==> config.mk <==
export PLATFORM = sky130hd
export DESIGN_NAME = rr_req_frontend
export DESIGN_NICKNAME = d
export VERILOG_FILES = /design/src/rtl/rr_req_frontend.sv
export SDC_FILE = /design/constraint.sdc
export NUM_CORES = 1
export LEC_CHECK = 0
export ABC_AREA = 1
export CORE_ASPECT_RATIO = 1.75
export CORE_MARGIN = 4
export CORE_UTILIZATION = 50
export CTS_CLUSTER_SIZE = 28
export DETAILED_ROUTE_END_ITERATION = 8
export PLACE_DENSITY = 0.82
export RECOVER_POWER = 25
export SYNTH_ARGS = -nofsm -noshare
export SYNTH_HDL_FRONTEND = slang
export SYNTH_SLANG_ARGS = --single-unit
==> constraint.sdc <==
create_clock -name clk -period 2.2 [get_ports clk]
set_clock_uncertainty 0.05 [all_clocks]
set_input_delay 0.66 -clock clk [delete_from_list [all_inputs] [get_ports clk]]
set_output_delay 0.66 -clock clk [all_outputs]
set_load 0.01 [all_outputs]
==> src/rtl/rr_req_frontend.sv <==
// Request front-end for a 4-port round-robin arbiter: per-port FIFOs, req/gnt, one registered output slot.
// Optional grant-protocol checker on err_o is enabled with `define RR_REQ_FRONTEND_CHECK_EN.
module rr_req_frontend #(
  parameter int DW    = 8,
  parameter int DEPTH = 4
) (
  input  logic            clk,
  input  logic            rst_n,
  input  logic [3:0]      in_valid_i,
  input  logic [4*DW-1:0] in_data_i,
  output logic [3:0]      in_ready_o,
  output logic [3:0]      req_o,
  input  logic [3:0]      gnt_i,
  output logic            out_valid_o,
  output logic [DW-1:0]   out_data_o,
  output logic [1:0]      out_id_o,
  input  logic            out_ready_i,
  output logic            err_o
);

  localparam int AW = $clog2(DEPTH);

  logic [AW:0]    wptr_q [4];
  logic [AW:0]    wptr_d [4];
  logic [AW:0]    rptr_q [4];
  logic [AW:0]    rptr_d [4];
  logic [DW-1:0]  mem_q  [4][DEPTH];

  logic [3:0]     full;
  logic [3:0]     empty;
  logic [3:0]     push;
  logic [3:0]     sel;
  logic [3:0]     pop;
  logic [1:0]     pop_id;
  logic           can_accept;

  logic           out_valid_q, out_valid_d;
  logic [DW-1:0]  out_data_q,  out_data_d;
  logic [1:0]     out_id_q,    out_id_d;

  always_comb begin
    for (int unsigned k = 0; k < 4; k++) begin
      empty[k] = (wptr_q[k] == rptr_q[k]);
      full[k]  = (wptr_q[k][AW] != rptr_q[k][AW]) &&
                 (wptr_q[k][AW-1:0] == rptr_q[k][AW-1:0]);
    end
  end

  // Ready and request depend on registered state only (plus out_ready_i for req).
  assign in_ready_o = ~full;
  assign push       = in_valid_i & in_ready_o;
  assign can_accept = !out_valid_q || out_ready_i;
  assign req_o      = ~empty & {4{can_accept}};

  // Lowest-index legal grant wins; descending scan lets lower indices overwrite.
  always_comb begin
    sel    = gnt_i & req_o;
    pop_id = '0;
    for (int unsigned k = 4; k > 0; k--) begin
      if (sel[k-1]) pop_id = 2'(k - 1);
    end
    pop         = '0;
    pop[pop_id] = |sel;
  end

  always_comb begin
    for (int unsigned k = 0; k < 4; k++) begin
      wptr_d[k] = wptr_q[k];
      rptr_d[k] = rptr_q[k];
      if (push[k]) wptr_d[k] = wptr_q[k] + 1'b1;
      if (pop[k])  rptr_d[k] = rptr_q[k] + 1'b1;
    end
  end

  always_comb begin
    out_valid_d = out_valid_q;
    out_data_d  = out_data_q;
    out_id_d    = out_id_q;
    if (|pop) begin
      out_valid_d = 1'b1;
      out_data_d  = mem_q[pop_id][rptr_q[pop_id][AW-1:0]];
      out_id_d    = pop_id;
    end else if (out_ready_i) begin
      out_valid_d = 1'b0;
    end
  end

  always_ff @(posedge clk) begin
    for (int unsigned k = 0; k < 4; k++) begin
      if (push[k]) mem_q[k][wptr_q[k][AW-1:0]] <= in_data_i[k*DW +: DW];
    end
  end

  always_ff @(posedge clk or negedge rst_n) begin
    if (!rst_n) begin
      wptr_q      <= '{default: '0};
      rptr_q      <= '{default: '0};
      out_valid_q <= 1'b0;
      out_data_q  <= '0;
      out_id_q    <= '0;
    end else begin
      wptr_q      <= wptr_d;
      rptr_q      <= rptr_d;
      out_valid_q <= out_valid_d;
      out_data_q  <= out_data_d;
      out_id_q    <= out_id_d;
    end
  end

  assign out_valid_o = out_valid_q;
  assign out_data_o  = out_data_q;
  assign out_id_o    = out_id_q;

`ifdef RR_REQ_FRONTEND_CHECK_EN
  logic err_q, err_d;

  always_comb begin
    err_d = err_q;
    if ((gnt_i & (gnt_i - 4'd1)) != 4'd0) err_d = 1'b1;
    if ((gnt_i & ~req_o) != 4'd0)         err_d = 1'b1;
    if (gnt_i == 4'd0 && req_o != 4'd0)   err_d = 1'b1;
  end

  always_ff @(posedge clk or negedge rst_n) begin
    if (!rst_n) err_q <= 1'b0;
    else        err_q <= err_d;
  end

  assign err_o = err_q;
`else
  assign err_o = 1'b0;
`endif

endmodule

# Word level (Yosys, flattened, before mapping)

Memory sizes are Yosys's and may differ from the RTL's.
Cells that the tools add are included.

Memories kept: 1
Register bits after elaboration: 35
Input port bits: 43
RAM bits: 128
Word-level logic and storage cells: 100

Magnitude comparators: 12
$add $sub $neg: 8
Equality and inequality tests: 12
Bitwise gates (word level): 12
Reduce and logical (&&, ||, !) cells: 14
Multiplexer cells: 30

Memories:

| name  | depth | bits a word | rd ports | clocked after memory_dff | write ports | RTL line | RTL |
|---|---|---|---|---|---|---|---|
| mem_q | 4     | 32          | 1        | 0                        | 4           | 27       | `logic [DW-1:0] mem_q [4][DEPTH];` |

Operator list:

| operator              | count |
|---|---|
| $mux W32              | 4 |
| $demux W8 S2          | 4 |
| $mux W8               | 6 |
| $add A3 B1 Y3 const B | 8 |
| $ge A3 B3 Y1 const B  | 6 |
| $not A2 Y3            | 6 |
| $and A4 B4 Y4         | 4 |
| $bmux W8 S2           | 1 |
| $eq A3 B3 Y1          | 4 |
| $lt A3 B1 Y1 const B  | 4 |
| $mux W2               | 6 |
| $logic_and A1 B1 Y1   | 9 |
| $eq A2 B2 Y1          | 4 |
| $not A4 Y4            | 2 |
| $reduce_or A4 Y1      | 2 |
| $mux W1               | 7 |
| $bmux W3 S2           | 1 |
| $ne A1 B1 Y1          | 4 |
| $lt A2 B3 Y1 const B  | 1 |
| $demux W1 S2          | 1 |
| $ge A2 B1 Y1 const B  | 1 |
| $reduce_bool A2 Y1    | 1 |
| $logic_not A1 Y1      | 1 |
| $logic_or A1 B1 Y1    | 1 |

# Depth between registers and ports, before layout

Gate-level depths: netlist of the first run.

Depth in word-level cells: 16
Gate-level depth with buffers: 20
Gate-level depth less buffers: 18

# Least setup slack after synthesis of the first run

OpenSTA, ideal clock, no wires.

Kind: input to register
From: input out_ready_i
To: register out_data_q[5] (netlist: out_data_o[5])
Library setup time: 117 ps
Buffers on the path: 2
Stages: 17
Data required time: 2033 ps
Setup slack: 112 ps
Arrival time: 1921 ps
Cell sequence: inv_1 nand2_2 nand2_2 nor2_4 nand3_4 nand2_4 buf_6 buf_6 nand2_1 nand3_1 nand2_1 nand2_1 nand2_1 nand2_1 nand2_1 nand2_1 nand2_1

Cells in the longest elaborated chain, start to end: 15
Elaborated cells between the ends (all ways): 24

Ends and longest elaborated chain:

| element                                     | RTL line | RTL |
|---|---|---|
| start, declared                             | 17       | `input logic out_ready_i,` |
| $logic_or A1 B1 Y1 *                        | 52       | `assign can_accept = !out_valid_q \|\| out_ready_i;` |
| $and A4 B4 Y4 *                             | 53       | `assign req_o = ~empty & {4{can_accept}};` |
| $and A4 B4 Y4 *                             | 57       | `sel = gnt_i & req_o;` |
| $mux W2 (4 in series)                       | 60       | `if (sel[k-1]) pop_id = 2'(k - 1);` |
| $not A2 Y3 (not written as such)            | 81       | `out_data_d = mem_q[pop_id][rptr_q[pop_id][AW-1:0]];` |
| $bmux W3 S2                                 | 81       |  |
| $mux W2 (not written as such) (2 in series) | 81       |  |
| $not A2 Y3 (not written as such)            | 81       |  |
| $bmux W8 S2                                 | 81       |  |
| $mux W8 (not written as such) (2 in series) | 81       |  |
| end signal, assigned                        | 105      | `out_data_q <= out_data_d;` |
| end, declared                               | 38       | `logic [DW-1:0] out_data_q, out_data_d;` |

Mark *: on every way between the ends. The rest lies on a longest branch, timed or not. The select of a mux whose other input is x is not followed.
A chain may end at the register's enable or synchronous reset.

# Worst setup path after layout of the first run

From: register wptr_q[1] (netlist bit)
To: register out_data_q[2] (netlist: out_data_o[2])

Cells in the longest elaborated chain, start to end: 16
Elaborated cells between the ends (all ways): 25

Ends and longest elaborated chain:

| element                                     | RTL line | RTL |
|---|---|---|
| start, declared                             | 23       | `logic [AW:0] wptr_q [4];` |
| start signal, assigned                      | 102      | `wptr_q <= wptr_d;` |
| $eq A3 B3 Y1 *                              | 43       | `empty[k] = (wptr_q[k] == rptr_q[k]);` |
| $not A4 Y4 *                                | 53       |  |
| $and A4 B4 Y4 *                             | 53       |  |
| $and A4 B4 Y4 *                             | 57       |  |
| $mux W2 (4 in series)                       | 60       |  |
| $not A2 Y3 (not written as such)            | 81       |  |
| $bmux W3 S2                                 | 81       |  |
| $mux W2 (not written as such) (2 in series) | 81       |  |
| $not A2 Y3 (not written as such)            | 81       |  |
| $bmux W8 S2                                 | 81       |  |
| $mux W8 (not written as such) (2 in series) | 81       |  |

Marks and branches as above.

==> results of run 1 <==
==> state kept, by name, summed over array words and instances (netlist names) <==
| register | flops |
|---|---|
| mem_q | 128 |
| out_data_o | 8 |
| out_id_o | 2 |
| out_valid_o | 1 |
| rptr_q | 12 |
| wptr_q | 12 |
==> layout by cell type, fill, tap and decap left out, drive strengths merged, types with 3 or more instances in the layout <==
master and count:
buf 102, dlygate4sd3 14, o21ai 3, clkdlybuf4s50 37, edfxtp 128, clkbuf 32, nand2 252, nand3 132
dfrtp 35, xnor2 3, nand4 4, nor2 27, nand3b 16, a21oi 7, xor2 16, ha 20
clkinvlp 4, inv 172
==> path summary, 6_finish.rpt <==
check                               from            end  cells past startpoint
max in group asynchronous          rst_n      rptr_q[1]                      2
min                        out_data_o[4]  out_data_o[4]                      2
max reg2reg                    wptr_q[1]  out_data_o[2]                     20
min reg2reg                out_data_o[4]  out_data_o[4]                      2
min in group asynchronous          rst_n  out_data_o[6]                      1
max                            wptr_q[1]  out_data_o[2]                     20
==> tightest hold or removal path: cells and delay by family (launching register included) <==
| family | cells | cell delay [ns] |
|---|---|---|
| flip-flops | 1 | 0.35 |
| AND/OR/NAND/NOR | 2 | 0.10 |
==> power groups by stage <==
stage / clock network, mW / registers, mW / logic, mW
after detailed placement: 0 / 4.66 / 6.04
after CTS: 2.90 / 4.63 / 6.38
after global routing: 3.08 / 4.73 / 8.80
final: 2.93 / 4.67 / 8.31
after floorplan: 0 / 4.64 / 3.73
after global placement: 0 / 4.63 / 5.87
==> layout make-up <==
| class | count | area, sq um |
|---|---|---|
| diodes | 2 | 5.00 |
| clock buffers | 18 | 429 |
| clock inverters | 14 | 144 |
| fillers | 1002 | 5140 |
| inverters | 165 | 622 |
| multi-input cells | 482 | 2790 |
| flip-flops and latches | 163 | 4720 |
| well taps | 189 | 236 |
| repair buffers | 169 | 1710 |
==> metrics by stage <==
step | TNS (ns) | cells | area [sq um]
after CTS | -0.0871 | 1168 | 10000
after floorplan | 0 | 839 | 8010
after global placement | -8.27 | 1127 | 9250
after detailed placement | -9.08 | 1127 | 9250
after global routing | -3.59 | 1202 | 10700
final | -2.59 | 1202 | 10700
==> metal layers <==
layer / global-route usage / wire length, um
met2: 0.399 / 12800
met4: 0.124 / 1990
met3: 0.0460 / 2060
met5: 0 / 0
met1: 0.221 / 8050
==> logic make-up (layout without fill, tap and decap cells) <==
kind of cell,Yosys count,in the layout
XOR/XNOR,19,19
adder cells (fa/ha/maj),20,20
buffers and inverters,197,366
flip-flops,163,163
multiplexers,1,1
AO/OA/AOI/OAI,10,10
AND/OR/NAND/NOR,428,431
other,1,3
==> what timing repair did <==
action | CTS | global route
buffers inserted | 7 | 21
resized for setup | 51 | 81
hold buffers | 0 | 0
pin swaps | 3 | 44
endpoints found under the setup margin | 16 | 16
cloned | 2 | 12
==> results.yml, run 1 <==
clock_tree:
  cts-htree-levels: 4
  cts_root_buf: "clkbuf_16"
  clockBufferDepth: 2
  cts_tree: "done"
  cts.sinks: 163
  cts_buffers: 17
  clk_latency_ns: 0.44
  clk_pin_slew_ns: 0.07
synth:
  syn-num-nets: 902
  synth_mux_area_frac: 0.00141
  ys_async_sr_fraction: 0.215
  yosysTopAreaCellShare: 0.480
  yosys_warnings: 0
  synth.cells.most_frequent: "nand2_1 (239), inv_1 (153), edfxtp_1 (128), nand3_1 (126), dfrtp_1 (35)"
  ys_types: 27
  synth_most_common_cell: "nand2_1"
  syn_area_sq_mm: 0.00801
  synth-simple-area-share: 0.244
  synth_cells: 839
  synthTopCellsByArea: "edfxtp_1 (48%), nand2_1 (11%), dfrtp_1 (11%)"
  yosysTopAreaCell: "edfxtp_1"
  synth_edf_count: 128
  synth_top_family_by_area: "simple AND/OR/NAND/NOR gates"
  synth_fa_ha_area_frac: 0.0313
  synth_compound_area_frac: 0.00625
  synth_flop_cell: "edfxtp_1"
  synth_xor_area_frac: 0.0208
  syn-mean-instance-area_sq_um: 9.54
  yosysSeqAreaShare: 0.590
  synth_seq_cells: 163
timing:
  setup_ws_ns: -0.387
  period_share: 1.18
  slew_headroom: 0.103
  final-hold-violation-count: 0
  worst_pin_slew_ns: 1.34
  post-route-min-period_ns: 2.59
  drv_slew: 0
  max_freq_mhz: 386
  setup_viol: 10
  hold_slack_ns: 0.433
  rsz0062_at_grt: "true"
critical_path:
  path_buf_inv: 4
  cpMostUsedCell: "nand2_1"
  max_stage_delay_ns: 0.40
  critPathLaunchType: "flip-flop"
  crit_required_ns: 2.47
  r2r_slack_ns: -0.39
  cp-end-kind: "flip-flop"
  crit_family: "simple AND/OR/NAND/NOR gates"
  crit_chain: "inv_2, nand2_2, nand2_2, nand3_2, nand2_2, buf_6, nor2_4, nand3_4, buf_12, nand2_8, nand2_4, nand3_4, nand2_4, buf_4, nand2_1, nand2_1, nand2_1, nand2_1, nand2_1, nand2_1"
  path_max_fanout: 7
  slowest_stage: "dfrtp_1"
  arrival_ns: 2.86
  worstSetupPathType: "flip-flop to flip-flop"
die:
  io_pins: 63
  core_area_sq_mm: 0.0158
  start_util: 0.507
  die-area_sq_mm: 0.0182
  die_h_um: 175
  die_w_um: 104
  num_rows: 61
cells_and_area:
  syn_to_final_growth_pct: 33.1
  final_util: 0.675
  drive_above_1_share: 0.251
  fin_nets: 1061
drt:
  ant_nets: 0
  dr.pass1.iters: 6
  drt_iter0_markers: 766
  wl_per_cell_um: 20.7
  wl_um: 24900
  drc: 0
  num_vias: 6877
  viasPerCell: 5.72
global_routing:
  first_global_vias: 6029
  grt_max_degree: 46
  grt-ovfl-total: 0
  grt_first_pass_wirelength_um: 30300
  grt_usage: 0.215
  antenna_found_initial: 2
power_and_ir_drop:
  p_int_mw: 9.25
  switching_power_mw: 6.67
  p_seq_frac: 0.294
  power.density_mw_per_mm2: 1490
  p_clk_frac: 0.184
  total_power_mw: 15.9
  irDropWorstVdd_mv: 0.751
  comb_power_share: 0.522
  p_leak_nw: 5.00
  swShare: 0.419
run_status:
  violations: "setup timing"
  status: "finished, violations left"
placed_design:
  hpwl_um: 13700
  dpl_worst_slack_ns: -0.689
  port_buffers: 61
  gp_congestion: 0.905
min_path:
  worstHoldPathType: "flip-flop to flip-flop"
flow_run:
  drv_cap: 0
Note: power is estimated with default switching activity, not from simulation.
==> inputs of run 2 (changes only) <==
Clock period 2.2 ns to 3.2 ns, I/O delays scaled along.
==> results.yml, run 2 (synthesis gave the netlist of run 1 again) <==
run_status:
  status: "finished, violations left"
  violations: "capacitance limit, slew limit"
cells_and_area:
  mostFrequentLayoutCell: "nand2_1"
  fill_cells: 1200
  fin_cells: 1126
  final_cell_mix: "nand2_1 (239), inv_1 (153), edfxtp_1 (128)"
  drive_above_1_share: 0.108
  syn_to_final_growth_pct: 19.5
  antennaDiodeCount: 0
  fin_nets: 987
  largest_register_ffs: 128
timing:
  setup_viol: 0
  post-route-min-period_ns: 2.98
  final-hold-violation-count: 0
  period_share: 0.932
  rsz0062_at_grt: "false"
  max_freq_mhz: 335
  setup_ws_ns: 0.217
  slew_headroom: -0.411
  drv_slew: 36
  worst_pin_slew_ns: 2.12
  tns_ns: 0
critical_path:
  path_max_fanout: 7
  critPathLaunchType: "input pin"
  worstSetupPathType: "input pin to primary output"
  crit_chain: "clkdlybuf4s50_1, inv_1, nand2_4, nand2_2, inv_1, dlygate4sd2_1"
  crit_required_ns: 2.19
  max_stage_delay_ns: 0.46
  slowest_stage: "clkdlybuf4s50_1"
  cp-end-kind: "primary output"
  arrival_ns: 1.97
  cpMostUsedCell: "inv_1"
clock_tree:
  cts-htree-levels: 4
  clockBufferDepth: 2
  cts_root_buf: "clkbuf_16"
  postCtsSetupBuffers: 0
  cts_buffers: 17
  cts.sinks: 163
  cts_hold_buf: 0
  cts_tree: "done"
  clk_latency_ns: 0.43
  clk_pin_slew_ns: 0.07
drt:
  drc: 0
  wl_um: 17300
  dr.pass1.iters: 6
  num_vias: 5698
  ant_nets: 0
  wl_per_cell_um: 15.4
  viasPerCell: 5.06
  drt_iter0_markers: 374
global_routing:
  grt_usage: 0.197
  antenna_found_initial: 0
  first_global_vias: 5604
  grt_first_pass_wirelength_um: 27800
  grt_max_degree: 36
  grt-ovfl-total: 0
power_and_ir_drop:
  p_leak_nw: 4.46
  power.density_mw_per_mm2: 937
  irDropWorstVdd_mv: 0.593
  total_power_mw: 8.96
die:
  core_area_sq_mm: 0.0158
  die_h_um: 175
  die_w_um: 104
  start_util: 0.507
  num_rows: 61
  io_pins: 63
  die-area_sq_mm: 0.0182
placed_design:
  port_buffers: 61
  hpwl_um: 13100
  dpl_worst_slack_ns: -0.0779
  gp_congestion: 0.872
  dp_cells: 1094
min_path:
  worstHoldPathType: "flip-flop to flip-flop"
flow_run:
  drv_cap: 1
-- run 2: changes by cell type in the layout (fill, tap and decap cells not counted), moves of 9 or more --
| cell | delta |
|---|---|
| nand3_1 | +22 |
| inv_2 | -9 |
| buf_6 | -9 |
| inv_1 | +10 |
| nand2_2 | -30 |
| nand3_2 | -21 |
| buf_4 | -49 |
| nand2_1 | +39 |
-- run 2: cell type report --
type	instances	area, sq um	share of cell area
Sequential cell	163	4720	0.494
Multi-Input combinational cell	479	2440	0.255
Timing Repair Buffer	98	990	0.103
Inverter	165	619	0.0648
Clock buffer	18	439	0.0459
Tap cell	189	236	0.0247
Clock inverter	14	121	0.0127
-- run 2: routing by layer --
metal  vias up  global-route usage  share of wire
met3        43              0.0405          0.048
met4         0              0.0921          0.035
met5         -                   0              0
met1      2652               0.201           0.36
li1       2821                   -              -
met2       182               0.379           0.56
-- run 2: worst paths after layout --
path / to / startpoint / slack [ns] / cells past startpoint
setup / recovery: req_o[3] / out_ready_i / 0.22 / 6
hold / removal: out_data_o[4] / out_data_o[4] / 0.43 / 2
setup reg to reg: out_data_o[2] / wptr_q[7] / 0.78 / 18
hold reg to reg: out_data_o[4] / out_data_o[4] / 0.43 / 2
max in group asynchronous: out_id_o[1] / rst_n / 0.78 / 1
min in group asynchronous: out_data_o[5] / rst_n / 1.08 / 1
-- run 2: metrics by stage --
step	utilization	area [sq um]	hold slack, ns
2_1_floorplan	-	8010	0.413
3_3_place_gp	0.570	9000	0.418
3_5_place_dp	0.570	9000	0.414
4_1_cts	0.605	9560	0.432
5_1_grt	0.605	9560	0.464
6_report	0.605	9560	0.429
-- run 2: worst max-delay path: cells and delay by family --
kind                   cells  cell delay [ns]
buffers and inverters      4             0.83
AND/OR/NAND/NOR            2             0.17
-- run 2: timing repair --
| action | CTS | global route |
|---|---|---|
| setup endpoints to repair | 4 | 0 |
| endpoints found under the hold margin | 0 | 0 |
| resized for setup | 5 | 0 |
-- run 2: report_power, final --
group | switching (mW) | internal [mW] | leakage [nW]
Clock | 0.860 | 1.03 | 0.253
Sequential | 0.279 | 2.91 | 1.58
Combinational | 2.38 | 1.50 | 2.63
==> inputs of run 3 (changes only) <==
Settings changed: ABC_CLOCK_PERIOD_IN_PS set to 3200.
==> results of run 3 <==
The final DEF is identical to that of run 2; final timing and power are the same.
